==> src/rtl/alu_multibyte_sequencer.sv <==
//==============================================================================
// Module   : alu_multibyte_sequencer
// Brief    : Runs one NBYTES-wide operation through an 8-bit ALU, one byte per
//            cycle, chaining carry/shift bits and assembling the wide result.
// Revision : 1.0 - initial release
//==============================================================================
`default_nettype none

module alu_multibyte_sequencer #(
    parameter int NBYTES = 2
) (
    input  logic                CLK,
    input  logic                RESET,
    input  logic                REQ_VALID,
    output logic                REQ_READY,
    input  logic [2:0]          REQ_OP,
    input  logic [8*NBYTES-1:0] REQ_A,
    input  logic [8*NBYTES-1:0] REQ_B,
    input  logic                REQ_CIN,
    output logic [7:0]          ALU_A,
    output logic [7:0]          ALU_B,
    output logic [2:0]          ALU_OP,
    output logic                ALU_SC_IN,
    input  logic [7:0]          ALU_RESULT,
    input  logic                ALU_SC_OUT,
    output logic                RSP_VALID,
    input  logic                RSP_READY,
    output logic [8*NBYTES-1:0] RSP_RESULT,
    output logic                RSP_COUT,
    output logic                RSP_ZERO
);

    localparam int W    = 8 * NBYTES;
    localparam int IDXW = (NBYTES > 1) ? $clog2(NBYTES) : 1;

    localparam logic [IDXW-1:0] c_last_idx = IDXW'(NBYTES - 1);

    localparam logic [1:0] c_idle = 2'd0;
    localparam logic [1:0] c_run  = 2'd1;
    localparam logic [1:0] c_done = 2'd2;

    localparam logic [2:0] c_op_add = 3'd0;
    localparam logic [2:0] c_op_sub = 3'd1;
    localparam logic [2:0] c_op_and = 3'd2;
    localparam logic [2:0] c_op_xor = 3'd3;
    localparam logic [2:0] c_op_shl = 3'd4;
    localparam logic [2:0] c_op_shr = 3'd5;

    localparam logic [2:0] c_alu_add = 3'd0;
    localparam logic [2:0] c_alu_lsh = 3'd1;
    localparam logic [2:0] c_alu_rsh = 3'd2;
    localparam logic [2:0] c_alu_xor = 3'd3;
    localparam logic [2:0] c_alu_and = 3'd4;

    logic [1:0]      r_state;
    logic [1:0]      w_next_state;
    logic [2:0]      r_op;
    logic [W-1:0]    r_a;
    logic [W-1:0]    r_b;
    logic [W-1:0]    r_result;
    logic            r_carry;
    logic [IDXW-1:0] r_idx;

    logic [IDXW-1:0] w_pos;
    logic [7:0]      w_a_byte;
    logic [7:0]      w_b_byte;
    logic [7:0]      w_byte_res;
    logic            w_valid_op;
    logic            w_has_cout;
    logic            w_cin0;
    logic            w_last;

    // SHR walks the word MSB first so the shift-in bit enters at the top.
    assign w_pos      = (r_op == c_op_shr) ? (c_last_idx - r_idx) : r_idx;
    assign w_a_byte   = 8'(r_a >> {w_pos, 3'b000});
    assign w_b_byte   = 8'(r_b >> {w_pos, 3'b000});
    assign w_valid_op = (r_op < 3'd6);
    assign w_byte_res = w_valid_op ? ALU_RESULT : 8'h00;
    assign w_last     = (r_idx == c_last_idx);
    assign w_has_cout = (r_op == c_op_add) || (r_op == c_op_sub) ||
                        (r_op == c_op_shl) || (r_op == c_op_shr);

    always_comb begin
        case (REQ_OP)
            c_op_add, c_op_shl, c_op_shr: w_cin0 = REQ_CIN;
            c_op_sub:                     w_cin0 = 1'b1;
            default:                      w_cin0 = 1'b0;
        endcase
    end

    always_ff @(posedge CLK or posedge RESET) begin
        if (RESET) begin
            r_state <= c_idle;
        end else begin
            r_state <= w_next_state;
        end
    end

    always_comb begin
        w_next_state = r_state;
        case (r_state)
            c_idle:  if (REQ_VALID) w_next_state = c_run;
            c_run:   if (w_last)    w_next_state = c_done;
            c_done:  if (RSP_READY) w_next_state = c_idle;
            default: w_next_state = c_idle;
        endcase
    end

    // Operand latch, byte index, carry chain and result assembly.
    always_ff @(posedge CLK or posedge RESET) begin
        if (RESET) begin
            r_op     <= 3'd0;
            r_a      <= '0;
            r_b      <= '0;
            r_result <= '0;
            r_carry  <= 1'b0;
            r_idx    <= '0;
        end else begin
            case (r_state)
                c_idle: begin
                    if (REQ_VALID) begin
                        r_op     <= REQ_OP;
                        r_a      <= REQ_A;
                        r_b      <= REQ_B;
                        r_carry  <= w_cin0;
                        r_idx    <= '0;
                        r_result <= '0;
                    end
                end
                c_run: begin
                    r_result <= (r_result & ~(W'(8'hFF) << {w_pos, 3'b000})) |
                                (W'(w_byte_res) << {w_pos, 3'b000});
                    r_carry  <= w_valid_op ? ALU_SC_OUT : 1'b0;
                    r_idx    <= r_idx + 1'b1;
                end
                default: begin
                end
            endcase
        end
    end

    always_comb begin
        REQ_READY  = (r_state == c_idle);
        RSP_VALID  = (r_state == c_done);
        RSP_RESULT = r_result;
        RSP_COUT   = w_has_cout & r_carry;
        RSP_ZERO   = (r_state == c_done) && (r_result == '0);
        ALU_A      = 8'h00;
        ALU_B      = 8'h00;
        ALU_OP     = 3'd0;
        ALU_SC_IN  = 1'b0;
        if ((r_state == c_run) && w_valid_op) begin
            ALU_A     = w_a_byte;
            ALU_SC_IN = r_carry;
            case (r_op)
                c_op_add: begin ALU_OP = c_alu_add; ALU_B = w_b_byte;  end
                // Subtract as A + ~B + 1 so the ALU's carry-out is the no-borrow flag.
                c_op_sub: begin ALU_OP = c_alu_add; ALU_B = ~w_b_byte; end
                c_op_and: begin ALU_OP = c_alu_and; ALU_B = w_b_byte;  end
                c_op_xor: begin ALU_OP = c_alu_xor; ALU_B = w_b_byte;  end
                c_op_shl: ALU_OP = c_alu_lsh;
                c_op_shr: ALU_OP = c_alu_rsh;
                default: begin
                end
            endcase
        end
    end

endmodule

`default_nettype wire

==> config.mk <==
export PLATFORM = sky130hd
export DESIGN_NAME = alu_multibyte_sequencer
export DESIGN_NICKNAME = d
export VERILOG_FILES = /design/src/rtl/alu_multibyte_sequencer.sv
export SDC_FILE = /design/constraint.sdc
export NUM_CORES = 1
export LEC_CHECK = 0
export BUFFER_PORTS_ARGS = -buffer_cell sky130_fd_sc_hd__clkbuf_2
export CORE_ASPECT_RATIO = 0.6
export CORE_MARGIN = 3
export CORE_UTILIZATION = 48
export CTS_BUF_LIST = sky130_fd_sc_hd__clkbuf_8
export DETAILED_ROUTE_END_ITERATION = 6
export MAX_ROUTING_LAYER = met4
export PLACE_DENSITY = 0.79
export REMOVE_ABC_BUFFERS = 1
export SYNTH_ARGS = -nofsm -noshare
export SYNTH_HDL_FRONTEND = slang
export SYNTH_SLANG_ARGS = --single-unit
==> constraint.sdc <==
create_clock -name CLK -period 1.85 [get_ports CLK]
set_input_delay 0.555 -clock CLK [delete_from_list [all_inputs] [get_ports CLK]]
set_output_delay 0.555 -clock CLK [all_outputs]
set_load 0.05 [all_outputs]
==> flow_summary.ini <==
[run_status]
status = finished, violations left
violations = setup timing

[logic_synthesis]
synth_top_area_cell = dfrtp_1
synth-edff-count = 0
synth.distinct_cells = 35
synth_seq_area_share = 0.490
yosysTopAreaCellShare = 0.490
ys_top_cells_by_count = nand2_1 (141), dfrtp_1 (55), mux2i_1 (17), nor2_1 (12), nand2b_1 (11)
synthCells = 324
synth_seq_cells = 55
synth_most_common_cell = nand2_1
synth_warnings = 0
synth.area.top_cells = dfrtp_1 (49%), nand2_1 (19%), mux2i_1 (6.1%)
postSynth.asyncResetShare = 1.00
avgSynthCellArea_um2 = 8.67
synth_area_um2 = 2810
ys.flop_type = dfrtp_1

[global_route]
grt_usage = 0.276
grt_pass1_wl_um = 14400
first_global_vias = 2883
overflow = 0
grt_max_degree = 56
antenna_found_initial = 0

[layout]
final_nets = 498
drive_gt1_frac = 0.469
syn2layout_area_growth_pct = 55.3
design_area_um2 = 4370
diodes = 0
fin_cells = 523

[timing]
hold_viol_final = 0
layout_setup_ws_ns = -0.590
clock_skew_ns = 0.00507
post-route-period-util = 1.32
drv_slew = 0
fmaxAchievable_mhz = 410
rsz0062_at_grt = true
fin_crit_ns = 2.44
slew_headroom = 0.746
setup_violations = 23
worst_slew_pin_slew_ns = 0.381
hold_ws_ns = 0.263
setup_tns_ns = -10.22

[place]
routabilityCongestion = 0.829
dpl.hpwl_um = 5500
place_inst = 510
portBuffers = 88
placed_area_um2 = 3670

[route]
wl_per_cell_um = 18.1
drt_iter0_markers = 209
drt-total-wl_um = 9460
vias = 2837
dr.pass1.iters = 5
avgViaCountPerCell = 5.42
drc = 0
final_antenna_net_count = 0

[clocking]
cts_buffers = 5
clkSinkCount = 55
clk_latency_ns = 0.30
cts_tree = yes
path_clk_slew_ns = 0.09
cts_root_buf = clkbuf_8
cts_buffer_depth = 2
htreeDepth = 2

[die]
die-height_um = 65.3
coreArea_um2 = 5360
ios = 89
die_area_um2 = 6840
start_util = 0.525
die_x_um = 105
rows = 20

[setup_path]
path_cells = buf_6 > nand3b_4 > xnor2_2 > buf_6 > nand2_1 > a21oi_2 > buf_8
critPathMaxStageDelay_ns = 0.43
cp_slowest_cell = dfrtp_1
worst-setup-path-type = flop to output pin
crit_top_cell = buf_6
required_ns = 1.29
cp_max_fo = 8
path_buf_inv = 3
crit_path_end_kind = output pin
crit_path_start_kind = flop
cp_top_family = buffers and inverters
critPathArrivalTime_ns = 1.88

[power]
swShare = 0.501
clkPwrFrac = 0.066
combPwrFrac = 0.699
power_density_nw_per_um2 = 2110
p_int_w = 0.00460
p_seq_frac = 0.235
vdd_drop_max_uv = 1180
switching_power_w = 0.00462
cellLeakagePower_nw = 2.23

[min_path]
hold_class = input port to asynchronous set/reset pin

[run]
maxCapViolCount = 0
## worst paths after layout
kind                          start             to  slack, ns  cells after the start
max in group asynchronous     RESET        r_a[14]       1.33                      3
min                           RESET         r_b[6]       0.26                      3
min in group CLK           REQ_B[6]         r_b[6]       0.44                      3
max reg2reg                 r_op[1]  RSP_RESULT[7]      -0.04                      7
max                         r_op[1]       ALU_A[3]      -0.59                      7
min reg2reg                 r_b[13]        r_b[13]       0.49                      2
## state kept, by name, summed over array words and instances, names as in the netlist
| name | cells |
|---|---|
| r_b | 16 |
| RSP_RESULT | 16 |
| r_carry | 1 |
| r_idx | 1 |
| r_op | 3 |
| r_a | 16 |
| r_state | 2 |
## tightest hold or removal path, delay by kind of cell
kind	cells	cell delay, ns
buffers and inverters	3	0.40
## power by group through the flow
stage | clock, W | sequential [W] | combinational (W)
final | 0.000606 | 0.00217 | 0.00645
after global routing | 0.000668 | 0.00222 | 0.00680
after CTS | 0.000613 | 0.00208 | 0.00588
after detailed placement | 0 | 0.00206 | 0.00468
after global placement | 0 | 0.00204 | 0.00456
after floorplan | 0 | 0.00252 | 0.00258
## cells in the final DEF (no fill, tap or decap), types with 2 or more instances in the layout
cell type,Yosys,routed
nand2_1,141,130
clkbuf_2,0,64
dfrtp_1,55,55
buf_4,2,34
clkbuf_8,0,14
mux2i_1,17,12
buf_12,0,10
nand2b_1,11,9
buf_8,0,9
buf_6,2,9
nand3_1,9,8
xnor2_2,1,8
nor2_4,0,8
nand2_2,0,8
inv_2,1,5
mux2i_2,0,5
a21oi_2,0,5
nand2_4,1,4
nor2_2,0,3
o311ai_2,3,3
o21ai_0,3,3
inv_1,6,3
a21oi_4,0,3
o311ai_0,3,2
o311ai_1,2,2
a21oi_1,10,2
o22ai_1,2,2
nor4_4,0,2
nor4_2,0,2
## kinds of logic after synthesis
kind of cell	share of synthesized area
AOI/OAI and AO/OA	0.0686
muxes	0.0606
and+or+nand+nor	0.283
buffers and inverters	0.0454
DFF	0.490
adders and majority gates	0.00890
xor gates and xnor gates	0.0436
## metrics by stage
stage / setup slack (ns) / utilization / total power [W]
floorplan: -1.20 / - / 0.00511
global placement: -0.248 / 0.686 / 0.00659
detailed placement: -0.291 / 0.686 / 0.00673
CTS: -0.515 / 0.790 / 0.00857
global route: -0.641 / 0.815 / 0.00969
finish: -0.590 / 0.815 / 0.00923
## final cells by class
cell class	count	area, um2
clock inverter	1	3.75
clock buffer	5	68.8
sequential	55	1380
inverter	7	26.3
timing repair buffer	135	1140
multi-input combinational	243	1660
tap	77	96.3
fill	317	990
## per-layer routing
| layer | GRT usage | routed length, um |
|---|---|---|
| met5 | - | 0 |
| met4 | 0.0786 | 206 |
| met3 | 0.0638 | 828 |
| met2 | 0.447 | 4380 |
| met1 | 0.353 | 4040 |
## what timing repair did
action | 4_1_cts | 5_1_grt
resized for setup | 100 | 36
pin swaps | 21 | 14
hold endpoints to repair | 0 | 0
setup endpoints to repair | 24 | 37
gates cloned | 0 | 0
setup buffers | 9 | 2
hold buffers | 0 | 0
(Power assumes the default switching activity.)
